===== src/rtl/deserializer_core.sv =====
// rtl/deserializer_core.sv - serial-to-parallel word assembler, MSB first
//
// Purpose: collects DATA_W qualified serial bits into a parallel word. The
// first accepted bit of a word becomes the MSB. The completed word is
// presented with a one-cycle strobe in the cycle after its last bit is
// accepted.
//
// Ports:
//   clk_i            - single clock, rising edge
//   srst_i           - synchronous active-high reset
//   data_i           - serial data bit, sampled only when data_val_i=1
//   data_val_i       - qualifies data_i in the current cycle
//   deser_data_o     - last complete word, held until the next one completes
//   deser_data_val_o - one-cycle strobe marking a new word on deser_data_o
module deserializer_core #(
    parameter int DATA_W = 16
) (
    input  logic              clk_i,
    input  logic              srst_i,
    input  logic              data_i,
    input  logic              data_val_i,
    output logic [DATA_W-1:0] deser_data_o,
    output logic              deser_data_val_o
);

    localparam int              CNT_W    = $clog2(DATA_W);
    localparam logic [CNT_W-1:0] LAST_BIT = CNT_W'(DATA_W - 1);

    logic [CNT_W-1:0]  cnt_q,   cnt_d;
    logic [DATA_W-1:0] shift_q, shift_d;
    logic [DATA_W-1:0] word_q,  word_d;
    logic              val_q,   val_d;
    logic [DATA_W-1:0] shift_next;

    always_comb begin
        // Shifting left makes the earliest bit of the word end up in the MSB.
        shift_next = {shift_q[DATA_W-2:0], data_i};

        cnt_d   = cnt_q;
        shift_d = shift_q;
        word_d  = word_q;
        val_d   = 1'b0;

        if (data_val_i) begin
            shift_d = shift_next;
            if (cnt_q == LAST_BIT) begin
                // The word is taken from shift_next so the final bit is
                // included without waiting an extra cycle. The shift register
                // is not cleared: every stale bit is shifted out before the
                // next word completes.
                cnt_d  = '0;
                word_d = shift_next;
                val_d  = 1'b1;
            end else begin
                cnt_d = cnt_q + CNT_W'(1);
            end
        end
    end

    always_ff @(posedge clk_i) begin
        if (srst_i) begin
            cnt_q   <= '0;
            shift_q <= '0;
            word_q  <= '0;
            val_q   <= 1'b0;
        end else begin
            cnt_q   <= cnt_d;
            shift_q <= shift_d;
            word_q  <= word_d;
            val_q   <= val_d;
        end
    end

    assign deser_data_o     = word_q;
    assign deser_data_val_o = val_q;

endmodule


===== config.mk =====
export PLATFORM = sky130hd
export DESIGN_NAME = deserializer_core
export DESIGN_NICKNAME = d
export VERILOG_FILES = /design/src/rtl/deserializer_core.sv
export SDC_FILE = /design/constraint.sdc
export NUM_CORES = 1
export LEC_CHECK = 0
export ABC_AREA = 1
export BUFFER_PORTS_ARGS = -buffer_cell sky130_fd_sc_hd__clkbuf_2
export CAP_MARGIN = 20
export CORE_AREA = 2 2 61 63
export CTS_BUF_LIST = sky130_fd_sc_hd__clkbuf_8
export CTS_CLUSTER_DIAMETER = 100
export DETAILED_ROUTE_END_ITERATION = 7
export DIE_AREA = 0 0 63 65
export GPL_TIMING_DRIVEN = 0
export PLACE_DENSITY_LB_ADDON = 0.08
export SETUP_SLACK_MARGIN = 0.1
export SKIP_CTS_REPAIR_TIMING = 1
export SLEW_MARGIN = 15
export SYNTH_ARGS = -nofsm -noshare
export SYNTH_HDL_FRONTEND = slang
export SYNTH_SLANG_ARGS = --single-unit

===== constraint.sdc =====
create_clock -name clk_i -period 1.1 [get_ports clk_i]
set_input_delay 0.22 -clock clk_i [delete_from_list [all_inputs] [get_ports clk_i]]
set_output_delay 0.22 -clock clk_i [all_outputs]
set_load 0.05 [all_outputs]

## Word-level counts from Yosys, hierarchy flattened

Index checks and enable logic that the tools add are counted.

- Bits of input ports: 4
- Output and inout port bits: 17
- Logic and storage cells: 11
- Register bits after elaboration: 36

- Reductions and logical operators: 2
- Equality and inequality tests: 1
- $add $sub $neg: 1
- Multiplexer cells: 2
- Bitwise operators: 1

Operators by type and width:

| operator | number |
|---|---|
| $add 4x1->4 const B | 1 |
| $eq 4x4->1 const B | 1 |
| $mux 4 | 1 |
| $reduce_and 2->1 | 1 |
| $reduce_or 2->1 | 1 |
| $mux 1 | 1 |
| $not 1->1 | 1 |

## Depth between registers and ports, before layout

Gate-level depths: netlist of run 1.

- Depth in word-level cells: 2
- Gate-level depth with buffers: 7
- Gate-level depth less buffers: 6

## Worst setup path after synthesis of run 1

No wires, ideal clock.

- Path kind: register to register
- From: register cnt_q[0]
- To: register word_q[10], in the netlist deser_data_o[10]
- Data required time: 984 ps
- Clock period less this slack: 1,173 ps
- Setup time: 116 ps
- Path buffers: 1
- Data arrival time: 1,057 ps
- Cell stages (with the launch flop): 8
- Setup slack: -73 ps
- Path through: dfxtp_1 > ha_1 > nand2_1 > nor2_2 > nand2_2 > buf_6 > nand3_1 > nand2_1

- Word-level cells in the longest chain between the ends: 2

Ends and longest elaborated chain:

| what | RTL line | text |
|---|---|---|
| start, declared | 29 | `logic [CNT_W-1:0] cnt_q, cnt_d;` |
| start signal, assigned | 67 | `cnt_q <= cnt_d;` |
| $eq 4x4->1 | 46 | `if (cnt_q == LAST_BIT) begin` |
| $reduce_and 2->1 (no source line) | - |  |
| end signal, assigned | 69 | `word_q <= word_d;` |
| end, declared | 31 | `logic [DATA_W-1:0] word_q, word_d;` |

Every way passes these cells.
A chain may end at the register's enable or synchronous reset.

## Final worst setup path of run 1

- From: register cnt_q[1]
- To: register cnt_q[3]

- Word-level cells in the longest chain between the ends: 2
- Elaborated cells on any way between the ends: 3
- Those cells by class: add/sub (1); eq/ne (1); mux (1)

Ends and longest elaborated chain:

| what | RTL line |
|---|---|
| $add 4x1->4 or $eq 4x4->1 (tied branches) | 55, 46 |
| $mux 4 (*) | 46 |

Every way passes the cells marked *; elsewhere a longest branch is shown, timed or not.

==> impl_metrics.json, run 1 <==
{
  "worstSkewPairLatency_ns": 0.28,
  "fp.coreArea_mm2": 0.00350,
  "dp_hpwl_mm": 1.94,
  "final_area_mm2": 0.00195,
  "yosys.area_share.simple_pct": 31.6,
  "numPortBuffers": 20,
  "grt_pass1_wl_mm": 4.76,
  "grt_use_total_pct": 14.9,
  "synth_cell_types": 19,
  "drc": 0,
  "worst-path-buf-inv": 1,
  "drive_gt1_share_pct": 40.2,
  "placed_area_mm2": 0.00151,
  "cp_max_fo": 4,
  "maxSlewHeadroom_pct": 68.7,
  "vias_per_cell": 4.78,
  "cts_sinks": 36,
  "drtIter0Drc": 70,
  "finish.net_count": 208,
  "wl_met3_um": 119,
  "dr_wl_met2_mm": 1.54,
  "period_minus_slack_ns": 1.17,
  "wl_per_cell_um": 12.8,
  "fin_crit_sh_pct": 106,
  "hold_viol": 0,
  "rows": 22,
  "holdWs_ns": 0.156,
  "vias": 1204,
  "ant_nets": 0,
  "layout_setup_ws_ns": -0.0697,
  "p_comb_share_pct": 6.1,
  "ir_worst_vdd_v": 0.000696,
  "required_ns": 1.27,
  "overflow": 0,
  "netSwitchingPower_uw": 587,
  "worst_pin_slew_ns": 0.469,
  "grt_max_degree": 12,
  "finalWirelength_mm": 3.22,
  "die_x_um": 63,
  "syn_area_per_cell_um2": 8.00,
  "ys_ff_latch": 36,
  "violations": "setup timing",
  "wl_met1_mm": 1.55,
  "htree_levels": 2,
  "cp_slowest_stage_delay_ns": 0.36,
  "synth_seq_area_share_pct": 54.2,
  "yosys_warnings": 0,
  "grt_antenna_before_repair": 0,
  "drv_slew": 0,
  "numCtsBuffers": 5,
  "io_pins": 21,
  "cellPowerDensity_mw_per_mm2": 1280,
  "synth_top_family_by_area": "simple AND/OR/NAND/NOR gates",
  "intPower_mw": 1.90,
  "initial_utilization_pct": 38.0,
  "status": "finished with violations",
  "synth_area_mm2": 0.00133,
  "crit_type": "reg -> reg",
  "synth_top_cell_by_area": "dfxtp_1",
  "cp_data_arrival_time_ns": 1.34,
  "fmax_mhz": 855,
  "synth_compound_area_share_pct": 7.16,
  "hold_path.class": "in -> reg",
  "rsz0062_at_grt": "yes",
  "crit_slowest_cell": "dfxtp_2",
  "die_area_mm2": 0.00410,
  "synth_top_area_share_pct": 54.2,
  "area_delta_synth_final_pct": 46.6,
  "start_kind": "flip-flop",
  "skew_ns": 0.00853,
  "end_kind": "flip-flop",
  "cap_viol_max_count": 0,
  "netlist_instances": 166,
  "cts_tree": "done",
  "swShare_pct": 23.6,
  "die_h_um": 65,
  "synth_nets": 171,
  "p_seq_share_pct": 55.5,
  "crit_chain": "ha_4 > nand2_4 > nor2_4 > buf_4 > nand2_2 > nand2_1 > nor2_1",
  "p_clk_share_pct": 38.3,
  "cts-root-buf": "clkbuf_8",
  "path_delay_family": "simple AND/OR/NAND/NOR gates",
  "setup_violations": 17,
  "synth_mux_area_share_pct": 0,
  "p_leak_nw": 0.863,
  "place.gp.congestion": 0.720,
  "synthTopCellsByArea": "dfxtp_1 54%, nand3_1 12%, nor2_1 10%",
  "clk_path_buf_depth": 2,
  "synth_adder_area_share_pct": 0.942,
  "dr.max_layer_used": "met4",
  "diodes": 0,
  "clk_pin_slew_ns": 0.07,
  "synth_xor_area_share_pct": 0,
  "drt_pass1_iterations": 4,
  "grt_pass1_vias": 1063
}
[cell type report]
class                      instances  area [um2]
fill                             332        1550
buffer                            10        65.1
timing repair buffer              29         343
clock inverter                     2        10.0
tap                               48        60.1
multi-input combinational        117         628
inverter                           4        15.0
clock buffer                       6        82.6
sequential                        36         744
[power by group through the flow]
| stage | Clock (mW) | Combinational [mW] | Sequential [mW] |
|---|---|---|---|
| 2_1_floorplan | 0 | 0.105 | 1.40 |
| 3_3_place_gp | 0 | 0.133 | 1.41 |
| 3_5_place_dp | 0 | 0.138 | 1.41 |
| 4_1_cts | 0.973 | 0.138 | 1.38 |
| 5_1_grt | 1.06 | 0.176 | 1.39 |
| 6_report | 0.953 | 0.152 | 1.38 |
[sequential cells by signal, summed over array words and instances, names as in the netlist]
name              cells
deser_data_o         16
cnt_q                 4
shift_q              15
deser_data_val_o      1
[worst register-to-register path: stages (launching register included)]
cell     delay, ns
dfxtp_2       0.36
ha_4          0.17
nand2_4       0.05
nor2_4        0.12
buf_4         0.14
nand2_2       0.09
nand2_1       0.08
nor2_1        0.05
[cells in the mapped netlist]
cell type / count
dfxtp_1: 36
nor2_2: 1
inv_1: 3
clkbuf_1: 2
buf_6: 2
nor3_1: 1
buf_2: 4
nand3_1: 32
buf_4: 2
nand2_2: 1
nand2_1: 23
a21oi_1: 2
o21ai_0: 14
o21ai_1: 3
nor2_1: 36
nand3_2: 1
ha_1: 1
nor2_4: 1
inv_2: 1
[per-stage QoR]
step	TNS [ns]	util, %	cells	power [mW]	setup slack [ns]
3_5_place_dp	-1.99	43.1	234	1.55	-0.174
5_1_grt	-1.68	55.7	252	2.62	-0.113
3_3_place_gp	-1.22	43.1	234	1.54	-0.128
4_1_cts	-2.32	45.7	242	2.49	-0.186
6_report	-0.902	55.7	252	2.49	-0.0697
2_1_floorplan	-0.257	-	166	1.51	-0.0286
[metal layers]
metal	vias to the layer above	GRT usage (%)
met5	-	0
li1	620	-
met3	2	4.86
met2	29	23.8
met4	0	5.00
met1	553	18.9
[layout by cell type, fill, tap and decap left out, types with 2 or more instances in the layout]
| cell type | n |
|---|---|
| buf_2 | 4 |
| nand3_2 | 10 |
| clkbuf_2 | 3 |
| clkinv_2 | 2 |
| nand2_2 | 2 |
| buf_4 | 8 |
| nor2_1 | 36 |
| nor2_4 | 2 |
| buf_8 | 13 |
| nand3_1 | 22 |
| nand2_1 | 21 |
| clkbuf_1 | 2 |
| clkbuf_8 | 6 |
| dfxtp_2 | 16 |
| inv_1 | 3 |
| o21ai_1 | 3 |
| o21ai_0 | 14 |
| buf_6 | 8 |
| dfxtp_1 | 19 |
| nand2_4 | 2 |
[logic make-up after synthesis]
| logic type | after synthesis |
|---|---|
| AND/OR/NAND/NOR | 96 |
| adder cells (fa/ha/maj) | 1 |
| buffers and inverters | 14 |
| AO/OA/AOI/OAI | 19 |
| flip-flops | 36 |
[worst paths after layout]
kind,from,end,slack [ns],depth (start not counted)
worst max-delay path,cnt_q[1]$_SDFFE_PP0P_,cnt_q[3]$_SDFFE_PP0P_,-0.07,7
worst min-delay path,srst_i,deser_data_val_o$_SDFF_PP0_,0.16,2
worst max register to register,cnt_q[1]$_SDFFE_PP0P_,cnt_q[3]$_SDFFE_PP0P_,-0.07,7
worst min register to register,shift_q[14]$_SDFFE_PP0P_,deser_data_o[15]$_SDFFE_PP0P_,0.44,2
No activity file was read; power rests on OpenSTA's default activity.
==> run 2, diff against run 1 <==
- MAX_ROUTING_LAYER: unset -> met4
- PLACE_DENSITY_LB_ADDON: 0.08 -> unset
==> impl_metrics.json, run 2 (synthesis gave the netlist of run 1 again) <==
{
  "layout_setup_ws_ns": -0.0813,
  "grt_use_total_pct": 15.0,
  "cts_sinks": 36,
  "end_kind": "flip-flop",
  "rsz0062_at_grt": "yes",
  "initial_utilization_pct": 38.0,
  "cp_max_fo": 6,
  "grt_antenna_before_repair": 0,
  "cts-root-buf": "clkbuf_8",
  "intPower_mw": 2.07,
  "vias": 1198,
  "dr_wl_met2_mm": 1.46,
  "drtIter0Drc": 70,
  "reg2reg_slack_ns": -0.08,
  "violations": "setup timing",
  "p_leak_nw": 0.882,
  "hold_viol": 0,
  "utilization_pct": 56.6,
  "finalWirelength_mm": 3.05,
  "die_x_um": 63,
  "fmax_mhz": 847,
  "worst_pin_slew_ns": 0.319,
  "area_delta_synth_final_pct": 48.9,
  "netSwitchingPower_uw": 612,
  "finish.net_count": 207,
  "p_seq_share_pct": 51.5,
  "final_cell_mix": "35 x nor2_1, 21 x nand2_1, 20 x nand3_1, 18 x dfxtp_1, 17 x dfxtp_2",
  "clk_pin_slew_ns": 0.07,
  "htree_levels": 2,
  "grt_pass1_wl_mm": 4.66,
  "numCtsBuffers": 5,
  "p_comb_share_pct": 5.6,
  "drive_gt1_share_pct": 41.9,
  "cellPowerDensity_mw_per_mm2": 1350,
  "numPortBuffers": 20,
  "total_power_mw": 2.68,
  "final_common_cell": "nor2_1",
  "ir_worst_vdd_v": 0.000482,
  "largest_reg_flops": 16,
  "wl_met3_um": 119,
  "required_ns": 1.28,
  "setup_violations": 16,
  "maxSlewHeadroom_pct": 78.7,
  "rows": 22,
  "cp_data_arrival_time_ns": 1.36,
  "swShare_pct": 22.8,
  "grt_pass1_vias": 1059,
  "start_kind": "flip-flop",
  "final_area_mm2": 0.00198,
  "drv_slew": 0,
  "drc": 0,
  "crit_type": "reg -> reg",
  "drt_pass1_iterations": 5,
  "dr.max_layer_used": "met4",
  "dp_hpwl_mm": 1.95,
  "ant_nets": 0,
  "status": "finished with violations",
  "die_area_mm2": 0.00410,
  "placed_area_mm2": 0.00151,
  "wl_met1_mm": 1.42,
  "diodes": 0,
  "p_clk_share_pct": 42.9,
  "skew_ns": 0.00483,
  "place.gp.congestion": 0.820,
  "fp.coreArea_mm2": 0.00350,
  "fin_crit_sh_pct": 107,
  "period_minus_slack_ns": 1.18,
  "grt_max_degree": 13,
  "timing.setup.tns_ns": -0.777,
  "cts_tree": "done",
  "cap_viol_max_count": 0,
  "io_pins": 21,
  "worstSkewPairLatency_ns": 0.29,
  "wl_per_cell_um": 12.1,
  "overflow": 0,
  "clk_path_buf_depth": 2,
  "vias_per_cell": 4.77,
  "die_h_um": 65,
  "hold_path.class": "in -> reg"
}
[run 2: cell types whose count changed in the layout (fill, tap and decap cells not counted), sizes merged]
cell,previous run,this run
buf,34,33
bufinv,0,1
clkbuf,11,10
clkinv,2,1
clkinvlp,0,1
[run 2: stage by stage]
| stage | cells | hold slack (ns) | setup WS (ns) |
|---|---|---|---|
| floorplan | 166 | 0.292 | -0.0286 |
| global placement | 234 | 0.439 | -0.121 |
| detailed placement | 234 | 0.458 | -0.141 |
| CTS | 242 | 0.149 | -0.150 |
| global route | 251 | 0.132 | -0.130 |
| finish | 251 | 0.141 | -0.0813 |
[run 2: cell type report]
class | count | area (um2)
repair buffers | 28 | 338
flip-flops and latches | 36 | 746
plain buffers | 10 | 66.3
well taps | 48 | 60.1
clock inverters | 3 | 42.5
fillers | 320 | 1520
multi-input cells | 117 | 642
clock buffers | 5 | 68.8
inverters | 4 | 15.0
[run 2: routing by layer]
| metal | GRT usage [%] | vias to the layer above |
|---|---|---|
| li1 | - | 615 |
| met1 | 17.7 | 548 |
| met2 | 23.7 | 29 |
| met3 | 4.69 | 6 |
| met4 | 6.67 | 0 |
| met5 | - | - |
[run 2: critical path, cell delays in order (launching register included)]
cell,delay (ns)
dfxtp_4,0.37
ha_4,0.17
nand2_4,0.05
nor2_4,0.13
nand2_4,0.11
buf_6,0.15
nand3_2,0.05
nand2_1,0.05
[run 2: final timing paths]
| path | to | start | depth (start not counted) |
|---|---|---|---|
| worst max register to register | deser_data_o[8]$_SDFFE_PP0P_ | cnt_q[0]$_SDFFE_PP0P_ | 7 |
| worst min register to register | deser_data_o[7]$_SDFFE_PP0P_ | deser_data_o[7]$_SDFFE_PP0P_ | 2 |
| worst min-delay path | deser_data_val_o$_SDFF_PP0_ | srst_i | 2 |
| worst max-delay path | deser_data_o[8]$_SDFFE_PP0P_ | cnt_q[0]$_SDFFE_PP0P_ | 7 |
[run 2: power by group through the flow]
stage | Sequential (mW) | Clock, mW | Combinational [mW]
after global routing | 1.39 | 1.24 | 0.173
after floorplan | 1.40 | 0 | 0.105
after detailed placement | 1.41 | 0 | 0.137
after global placement | 1.41 | 0 | 0.132
after CTS | 1.38 | 1.17 | 0.139
final | 1.38 | 1.15 | 0.150
